$ cat src/rtl/stopwatch_timer.sv
// Stopwatch control stage: debounced start/stop, lap and clear buttons, a run/stop/lap FSM
// and a prescaled 2-digit BCD count with a registered display output.
module stopwatch_timer #(
  parameter int unsigned TICK_DIV        = 1200000,
  parameter int unsigned DEBOUNCE_CYCLES = 120000
) (
  input  logic       CLK,
  input  logic       RST_N,
  input  logic       btn_start_stop,
  input  logic       btn_lap,
  input  logic       btn_clear,
  output logic [7:0] dout,
  output logic       running,
  output logic       lap_hold
);

  typedef enum logic [1:0] {StCleared, StRunning, StStopped} state_e;

  localparam int unsigned PsW = $clog2(TICK_DIV);
  localparam int unsigned DbW = (DEBOUNCE_CYCLES > 1) ? $clog2(DEBOUNCE_CYCLES) : 1;
  localparam logic [PsW-1:0] PsMax = PsW'(TICK_DIV - 1);
  localparam logic [DbW-1:0] DbMax = DbW'(DEBOUNCE_CYCLES - 1);

  // Button lanes: [0] start_stop, [1] lap, [2] clear
  logic [2:0]     btn_raw;
  logic [2:0]     sync1_q, sync2_q;
  logic [2:0]     level_q, level_d, level_prev_q;
  logic [2:0]     press;
  logic [DbW-1:0] db_cnt_q [3];
  logic [DbW-1:0] db_cnt_d [3];

  state_e         state_q, state_d;
  logic [PsW-1:0] presc_q, presc_d;
  logic [7:0]     count_q, count_d;
  logic [7:0]     lap_reg_q, lap_reg_d;
  logic [7:0]     dout_d;
  logic           lap_hold_q, lap_hold_d;
  logic           tick;

  assign btn_raw  = {btn_clear, btn_lap, btn_start_stop};
  assign press    = level_q & ~level_prev_q;
  assign lap_hold = lap_hold_q;

  function automatic logic [7:0] bcd_inc(input logic [7:0] v);
    logic [3:0] tens;
    logic [3:0] units;
    tens  = v[7:4];
    units = v[3:0];
    if (units == 4'd9) begin
      units = 4'd0;
      tens  = (tens == 4'd9) ? 4'd0 : tens + 4'd1;
    end else begin
      units = units + 4'd1;
    end
    return {tens, units};
  endfunction

  always_comb begin
    level_d = level_q;
    for (int i = 0; i < 3; i++) begin
      db_cnt_d[i] = '0;
      if (sync2_q[i] != level_q[i]) begin
        if (db_cnt_q[i] == DbMax) begin
          level_d[i] = ~level_q[i];
        end else begin
          db_cnt_d[i] = db_cnt_q[i] + 1'b1;
        end
      end
    end
  end

  always_comb begin
    state_d    = state_q;
    count_d    = count_q;
    lap_reg_d  = lap_reg_q;
    lap_hold_d = lap_hold_q;
    tick       = (state_q == StRunning) && (presc_q == PsMax);

    if (tick) begin
      count_d = bcd_inc(count_q);
    end

    // Priority clear > start_stop > lap; losers in the same cycle are dropped
    if (press[2]) begin
      state_d    = StCleared;
      count_d    = 8'h00;
      lap_hold_d = 1'b0;
    end else if (press[0]) begin
      case (state_q)
        StCleared: state_d = StRunning;
        StRunning: state_d = StStopped;
        StStopped: state_d = StRunning;
        default:   state_d = StCleared;
      endcase
    end else if (press[1]) begin
      if ((state_q == StRunning) && !lap_hold_q) begin
        lap_reg_d  = count_q;
        lap_hold_d = 1'b1;
      end else begin
        lap_hold_d = 1'b0;
      end
    end

    if ((state_q == StRunning) && (state_d == StRunning)) begin
      presc_d = tick ? '0 : presc_q + 1'b1;
    end else begin
      presc_d = '0;
    end

    dout_d = lap_hold_d ? lap_reg_d : count_d;
  end

  always_ff @(posedge CLK or negedge RST_N) begin
    if (!RST_N) begin
      sync1_q      <= '0;
      sync2_q      <= '0;
      level_q      <= '0;
      level_prev_q <= '0;
      for (int i = 0; i < 3; i++) begin
        db_cnt_q[i] <= '0;
      end
      state_q      <= StCleared;
      presc_q      <= '0;
      count_q      <= 8'h00;
      lap_reg_q    <= 8'h00;
      lap_hold_q   <= 1'b0;
      dout         <= 8'h00;
      running      <= 1'b0;
    end else begin
      sync1_q      <= btn_raw;
      sync2_q      <= sync1_q;
      level_q      <= level_d;
      level_prev_q <= level_q;
      for (int i = 0; i < 3; i++) begin
        db_cnt_q[i] <= db_cnt_d[i];
      end
      state_q      <= state_d;
      presc_q      <= presc_d;
      count_q      <= count_d;
      lap_reg_q    <= lap_reg_d;
      lap_hold_q   <= lap_hold_d;
      dout         <= dout_d;
      running      <= (state_d == StRunning);
    end
  end

endmodule
$ cat config.mk
export PLATFORM = sky130hd
export DESIGN_NAME = stopwatch_timer
export DESIGN_NICKNAME = d
export VERILOG_FILES = /design/src/rtl/stopwatch_timer.sv
export SDC_FILE = /design/constraint.sdc
export NUM_CORES = 1
export LEC_CHECK = 0
export CAP_MARGIN = 20
export CORE_MARGIN = 8
export CORE_UTILIZATION = 40
export DETAILED_ROUTE_END_ITERATION = 8
export PLACE_DENSITY = 0.57
export SYNTH_ARGS = -nofsm -noshare
export SYNTH_HDL_FRONTEND = slang
export SYNTH_SLANG_ARGS = --single-unit
$ cat constraint.sdc
create_clock -name CLK -period 5.6 [get_ports CLK]
set_input_delay 1.12 -clock CLK [delete_from_list [all_inputs] [get_ports CLK]]
set_output_delay 1.12 -clock CLK [all_outputs]
set_load 0.01 [all_outputs]
==> summary.md, run 1 <==
| Metric | Value |
|---|---|
| GP Congestion | 0.759 |
| Top cell type by total area after synthesis | dfrtp_1 |
| Setup TNS | 0 ps |
| Number of synthesized flops with an enable pin | 0 |
| Slew HR | 36.1% |
| Crit path kind | reg -> out |
| Post-synth top area share | 52.9% |
| Global route overflow | 0 |
| GRT Resource Usage Total | around an eighth |
| Clock sink count | 112 |
| Worst-path clk slew | 70 ps |
| Initial Utilization | 40.5% |
| Slew @ Worst Pin | 959 ps |
| Pwr Density | 258 nW/um^2 |
| PortBufs | 14 |
| DR vias/cell | 5.04 |
| Vias | 3565 |
| Synth Flop Type | dfrtp_1 |
| Fmax | 402 MHz |
| Net count, final | 535 |
| Wire length per cell | 13.3 um |
| DRC | 0 |
| Setup Buffers After CTS | 0 |
| Critical path launch point type | flip-flop |
| Post-DP HPWL | around 6300 um |
| Synthesized area | 5300 um^2 |
| Antenna viol nets, final | 0 |
| Worst IR drop on VDD | approximately 0.13 mV |
| Slew Viols, Final | 0 |
| Die Height | between 100 and 150 um |
| Util after Layout | 45.1% |
| Worst EP arrival | 1370 ps |
| H-tree Lvls | 3 |
| Core box area | 13100 um^2 |
| Sequential share of the synthesized area | 52.9% |
| Chip Width | 131 um |
| Total length of routed wires | about 9400 um |
| Clk_skew | 8.36 ps |
| Share of cells above drive strength 1 | 7.91% |
| Fin Hold WS | 351 ps |
| Synthesis warning total | 0 |
| Post-Syn Instances | 512 |
| Asr flop ratio synth | 100% |
| RSZ-0062 raised after global routing | no |
| Hold Crit Class | reg -> reg |
| Synth Area per Inst | just over 10 um^2 |
| Synth cell types | between 50 and 60 |
| # IOs | 15 |
| CTS tree | built |
| Critical Path RT | 4480 ps |
| Top Family by Delay on Critical Path | buffers and inverters |
| Iter 0 DRT Violations | 203 |
| Status | completed |
| Ant diodes | 0 |
| Critical path cell sequence | clkdlybuf4s50_1 |
| Clock tree root driver cell | clkbuf_16 |
| Vias in the first global route | 3650 |
| CP Max Fanout | 5 |
| #FFs+latches synth | 112 |
| CTS Buffer Depth | 2 |
| Clock latency on the worst-skew pair | 360 ps |
| Crit-path max cell delay | ~570 ps |
| Top cells by area, synth | dfrtp_1 53%, nor2_1 6.9%, xor2_1 6.4% |
| R2r setup slk | 3390 ps |
| First-pass GRT wire length | 17000 um |
| Syn Nets | 521 |
| # rows | 42 |
| Most frequent cell after synthesis | dfrtp_1 |
| Final hold vios | 0 |
| Post-CTS sizing | 0 |
| Top post-synthesis cells by count | 112 x dfrtp_1, 97 x nor2_1, 45 x nand2_1 |
| Initial antenna violation count | 0 |
| DIE AREA | around 17000 um^2 |
| Hold buffers post-CTS | 0 |
| Max-Cap Viols | 0 |
| Critical Path End Type | output port |
| Area delta synth->final | 11.4% |
| TritonRoute pass-1 iters | 5 |
| Final setup vio count | 0 |
| Final min period | 2490 ps |
| Largest net degree at the start of global routing | 79 |
| Worst path bufs/invs | 1 |
| Leakage Power | 2.46 nW |
| Max stage delay cell, worst path | clkdlybuf4s50_1 |
| Num CTS Buffers | 9 |
| Final Cycle Share | 44.5% |
## final timing paths
check                             start            to  cells past startpoint
setup / recovery               lap_hold      lap_hold                      1
hold / removal               sync1_q[2]    sync2_q[2]                      0
setup reg to reg           db_cnt_q[34]  db_cnt_q[39]                      6
hold reg to reg              sync1_q[2]    sync2_q[2]                      0
max in group asynchronous         RST_N  lap_reg_q[1]                      2
min in group asynchronous         RST_N   presc_q[16]                      1
## metal layers
metal | global-route usage, % | share of wire, % | vias up
met5 | 0 | 0 | -
met4 | 4.78 | 2.1 | 0
met3 | 3.70 | 2.9 | 15
met2 | 18.9 | 46 | 31
met1 | 14.5 | 49 | 1752
li1 | - | - | 1767
## stage by stage
| step | cell area, um^2 | worst slack [ps] | std cells | power, mW |
|---|---|---|---|---|
| after global routing | 5910 | 3060 | 707 | 1.59 |
| after global placement | 5590 | 3210 | 691 | 0.874 |
| final | 5910 | 3110 | 707 | 1.52 |
| after floorplan | 5300 | 3780 | 512 | 0.854 |
| after detailed placement | 5590 | 3160 | 691 | 0.876 |
| after CTS | 5910 | 3090 | 707 | 1.55 |
## cells in the final DEF (no fill, tap or decap), types with 2 or more instances in the layout
cell             instances
a211oi_1                 2
a21oi_1                  4
a22oi_1                  2
a2bb2oi_1                2
and2_1                   7
and3_1                   8
and4_1                   9
buf_4                    3
clkbuf_16                9
clkdlybuf4s50_1         13
clkinv_4                 3
dfrtp_1                112
ha_1                     4
inv_1                   12
mux2_2                   3
mux2i_1                  4
nand2_1                 45
nand2b_1                 5
nand3_1                 26
nand3_4                  2
nand4_1                 17
nor2_1                  97
nor2b_1                  2
nor3_1                  10
nor3_2                   3
nor4_1                   5
nor4_2                   3
nor4_4                   2
o21ai_0                  9
o22ai_1                  2
or3_1                    2
or4_1                    2
xnor2_1                 34
xor2_1                  39
## sequential cells by signal (all words and copies together) (netlist names)
name	cells
state_q	2
lap_reg_q	8
lap_hold	1
level_q	3
dout	8
level_prev_q	3
sync2_q	3
count_q	8
sync1_q	3
db_cnt_q	51
running	1
presc_q	21
## power by group
group / leakage [nW] / total (mW) / switching [mW] / internal (mW)
logic: 0.765 / 0.0351 / 0.0262 / 0.00897
registers: 1.54 / 0.822 / 0.00654 / 0.816
clock network: 0.155 / 0.667 / 0.301 / 0.366
## kinds of logic after synthesis
group	Yosys count	synth area share [%]
buffers and inverters	25	2.41
AOI/OAI and AO/OA	34	4.48
xor gates and xnor gates	73	12.1
DFF	112	52.9
and+or+nand+nor	257	25.8
adders and majority gates	4	0.944
muxes	7	1.39
## cell type report
type	instances	area [um^2]
clock inverters	6	76.3
fillers	1227	7180
repair buffers	16	153
inverters	12	45.0
flip-flops and latches	112	2800
multi-input cells	375	2370
clock buffers	10	239
well taps	176	220
(Power assumes the default switching activity.)
==> run 2: changes to the inputs <==
clock period = 2.5 ns   (was 5.6 ns; I/O delays follow)
==> run 2 against run 1 <==
- power grew 120%
- utilization increased by 0.096 points
- non-clock buffer count is 5 higher
- critical path type is now reg -> reg
- flip-flop and latch count unchanged
- die area is the same
- largest cell class unchanged
- sequential share of layout area decreased by 0.10 points
- combinational power increased by 140%
- final area is 0.21% higher
- routed wire length rose by 0.96%
- sequential power up 120%
- critical endpoint is now db_cnt_q[50]
- register-to-register slack lost 3100 ps
==> summary.md, run 2 (same netlist as run 1, synthesis figures left out) <==
| Metric | Value |
|---|---|
| Post-DP HPWL | ~6600 um |
| Chip Width | 131 um |
| Worst EP arrival | ~2400 ps |
| Fill cells | between 1k and 1.5k |
| TritonRoute pass-1 iters | 6 |
| Critical Path End Type | flip-flop |
| Hold buffers post-CTS | 0 |
| Util after Layout | between 40 and 50% |
| Multi-input gate area | 2370 um^2 |
| RSZ-0062 raised after global routing | no |
| Final Cycle Share | between 80% and 90% |
| Register area | about 2800 um^2 |
| DRC | 0 |
| Ant diodes | 0 |
| GRT Resource Usage Total | 11.9% |
| Global route overflow | 0 |
| Net switching power | 0.685 mW |
| DR vias/cell | 5.00 |
| Sequential cell fraction of total power | 55.8% |
| Worst path bufs/invs | 0 |
| Setup Buffers After CTS | 0 |
| Slew @ Worst Pin | 620 ps |
| Max stage delay cell, worst path | or2_1 |
| Internal power | 2.62 mW |
| Clk pwr share | a little over two fifths |
| Met3 WL post-DR | 255 um |
| PortBufs | 14 |
| GP Congestion | 0.823 |
| Clock tree root driver cell | clkbuf_16 |
| Fin area | just under 6000 um^2 |
| Switching share of total power | approximately a fifth |
| DR top layer | met4 |
| Leakage Power | 2.46 nW |
| Max-Cap Viols | 0 |
| Most common cell after layout, fill and taps aside | dfrtp_1 |
| Die Height | between 100 and 150 um |
| Critical Path RT | 2710 ps |
| CTS Buffer Depth | 2 |
| Largest register FFs | just over 50 |
| Largest net degree at the start of global routing | between 60 and 70 |
| Final min period | 2180 ps |
| Largest regs | db_cnt_q: 51 flops, presc_q: 21 flops |
| Post-CTS sizing | 0 |
| Initial antenna violation count | 0 |
| Num CTS Buffers | 9 |
| Crit-path max cell delay | approximately 500 ps |
| Post-Place Worst Slack | approximately 270 ps |
| Worst-path clk slew | 70 ps |
| R2R Path Start | db_cnt_q[34] |
| Wire length per cell | 13.4 um |
| Slew Viols, Final | 0 |
| Pwr Density | 558 nW/um^2 |
| Fmax | 459 MHz |
| Total length of routed wires | about 9500 um |
| Top reg by flops | db_cnt_q |
| Hold Crit Class | in -> async |
| Combinational share of power | 2.6% |
| Fin Hold WS | 52.5 ps |
| Top Family by Delay on Critical Path | simple AND/OR/NAND/NOR gates |
| Worst IR drop on VDD | 0.339 mV |
| Setup TNS | 0 ps |
| # IOs | 15 |
| First-pass GRT wire length | 17000 um |
| Share of cells above drive strength 1 | approximately 8% |
| Clk_skew | 5.42 ps |
| H-tree Lvls | 3 |
| Clock latency on the worst-skew pair | 340 ps |
| Final setup vio count | 0 |
| Critical path cell sequence | ha_1, and4_1, nand2_1, nor4_1, or2_1, nor2_1 |
| Worst Setup SP | db_cnt_q[34] |
| Final WS setup | 322 ps |
| CP Max Fanout | 16 |
| Clock sink count | 112 |
| Initial Utilization | 40.5% |
| Commonest cells after routing, fill and taps aside | 112 x dfrtp_1, 97 x nor2_1, 45 x nand2_1, 39 x xor2_1, 34 x xnor2_1 |
| Crit path kind | reg -> reg |
| # rows | 42 |
| Final hold vios | 0 |
| DIE AREA | ~17000 um^2 |
| Net count, final | 540 |
| Antenna viol nets, final | 0 |
| Status | completed |
| Met2 routed WL | 4370 um |
| Area delta synth->final | 11.7% |
| Iter 0 DRT Violations | 207 |
| Vias | 3551 |
| Core box area | 13100 um^2 |
| Slew HR | between 50% and 60% |
| Vias in the first global route | 3554 |
| CTS tree | built |
| Placed cell areas | 5640 um^2 |
| Critical path launch point type | flip-flop |
| Wl on met1 | about 4700 um |
==> run 2: cell types whose count changed in the layout (fill, tap and decap cells not counted) <==
cell / previous run / this run
buf_4: 3 / 7
clkinv_4: 3 / 0
clkbuf_1: 0 / 2
clkinvlp_4: 0 / 2
buf_12: 0 / 1
clkbuf_8: 1 / 0
inv_6: 1 / 0
inv_8: 1 / 0
==> run 2: final timing paths <==
check,endpoint,slack [ps],cells after the start
max,db_cnt_q[50],320,6
min,presc_q[15],50,1
max reg2reg,db_cnt_q[50],320,6
min reg2reg,sync2_q[1],350,0
max in group asynchronous,db_cnt_q[29],1720,2
min in group CLK,sync2_q[1],350,0
==> run 2: cell type report <==
class | count | share of cell area, %
clock inverters | 3 | 0.761
multi-input cells | 375 | 40.1
inverters | 12 | 0.761
well taps | 176 | 3.72
repair buffers | 21 | 3.42
flip-flops and latches | 112 | 47.3
clock buffers | 11 | 3.93
==> run 2: power groups by stage <==
| stage | clock network (mW) | logic (mW) | registers, mW |
|---|---|---|---|
| floorplan | 0 | 0.0383 | 1.87 |
| global placement | 0 | 0.0880 | 1.88 |
| detailed placement | 0 | 0.0899 | 1.88 |
| CTS | 1.43 | 0.0903 | 1.84 |
| global route | 1.50 | 0.102 | 1.84 |
| finish | 1.38 | 0.0849 | 1.84 |
==> run 2: metrics by stage <==
stage / total power, mW / instances
floorplan: 1.91 / 512
global placement: 1.96 / 696
detailed placement: 1.97 / 696
CTS: 3.36 / 710
global route: 3.45 / 710
finish: 3.30 / 710
==> run 2: per-layer routing <==
layer	global-route usage (%)	vias to the layer above
li1	-	1777
met1	15.5	1721
met2	18.4	42
met3	2.63	11
met4	5.62	0
met5	0	-
==> run 2: worst reg2reg max path, cell delays in order (launching register included) <==
cell	delay, ps
dfrtp_1	390
ha_1	210
and4_1	300
nand2_1	110
nor4_1	420
or2_1	500
nor2_1	110
==> run 3: changes to the inputs <==
SLEW_MARGIN = 10   (was default)
==> results of run 3 <==
The final DEF is identical to that of run 2; final timing and power are the same.
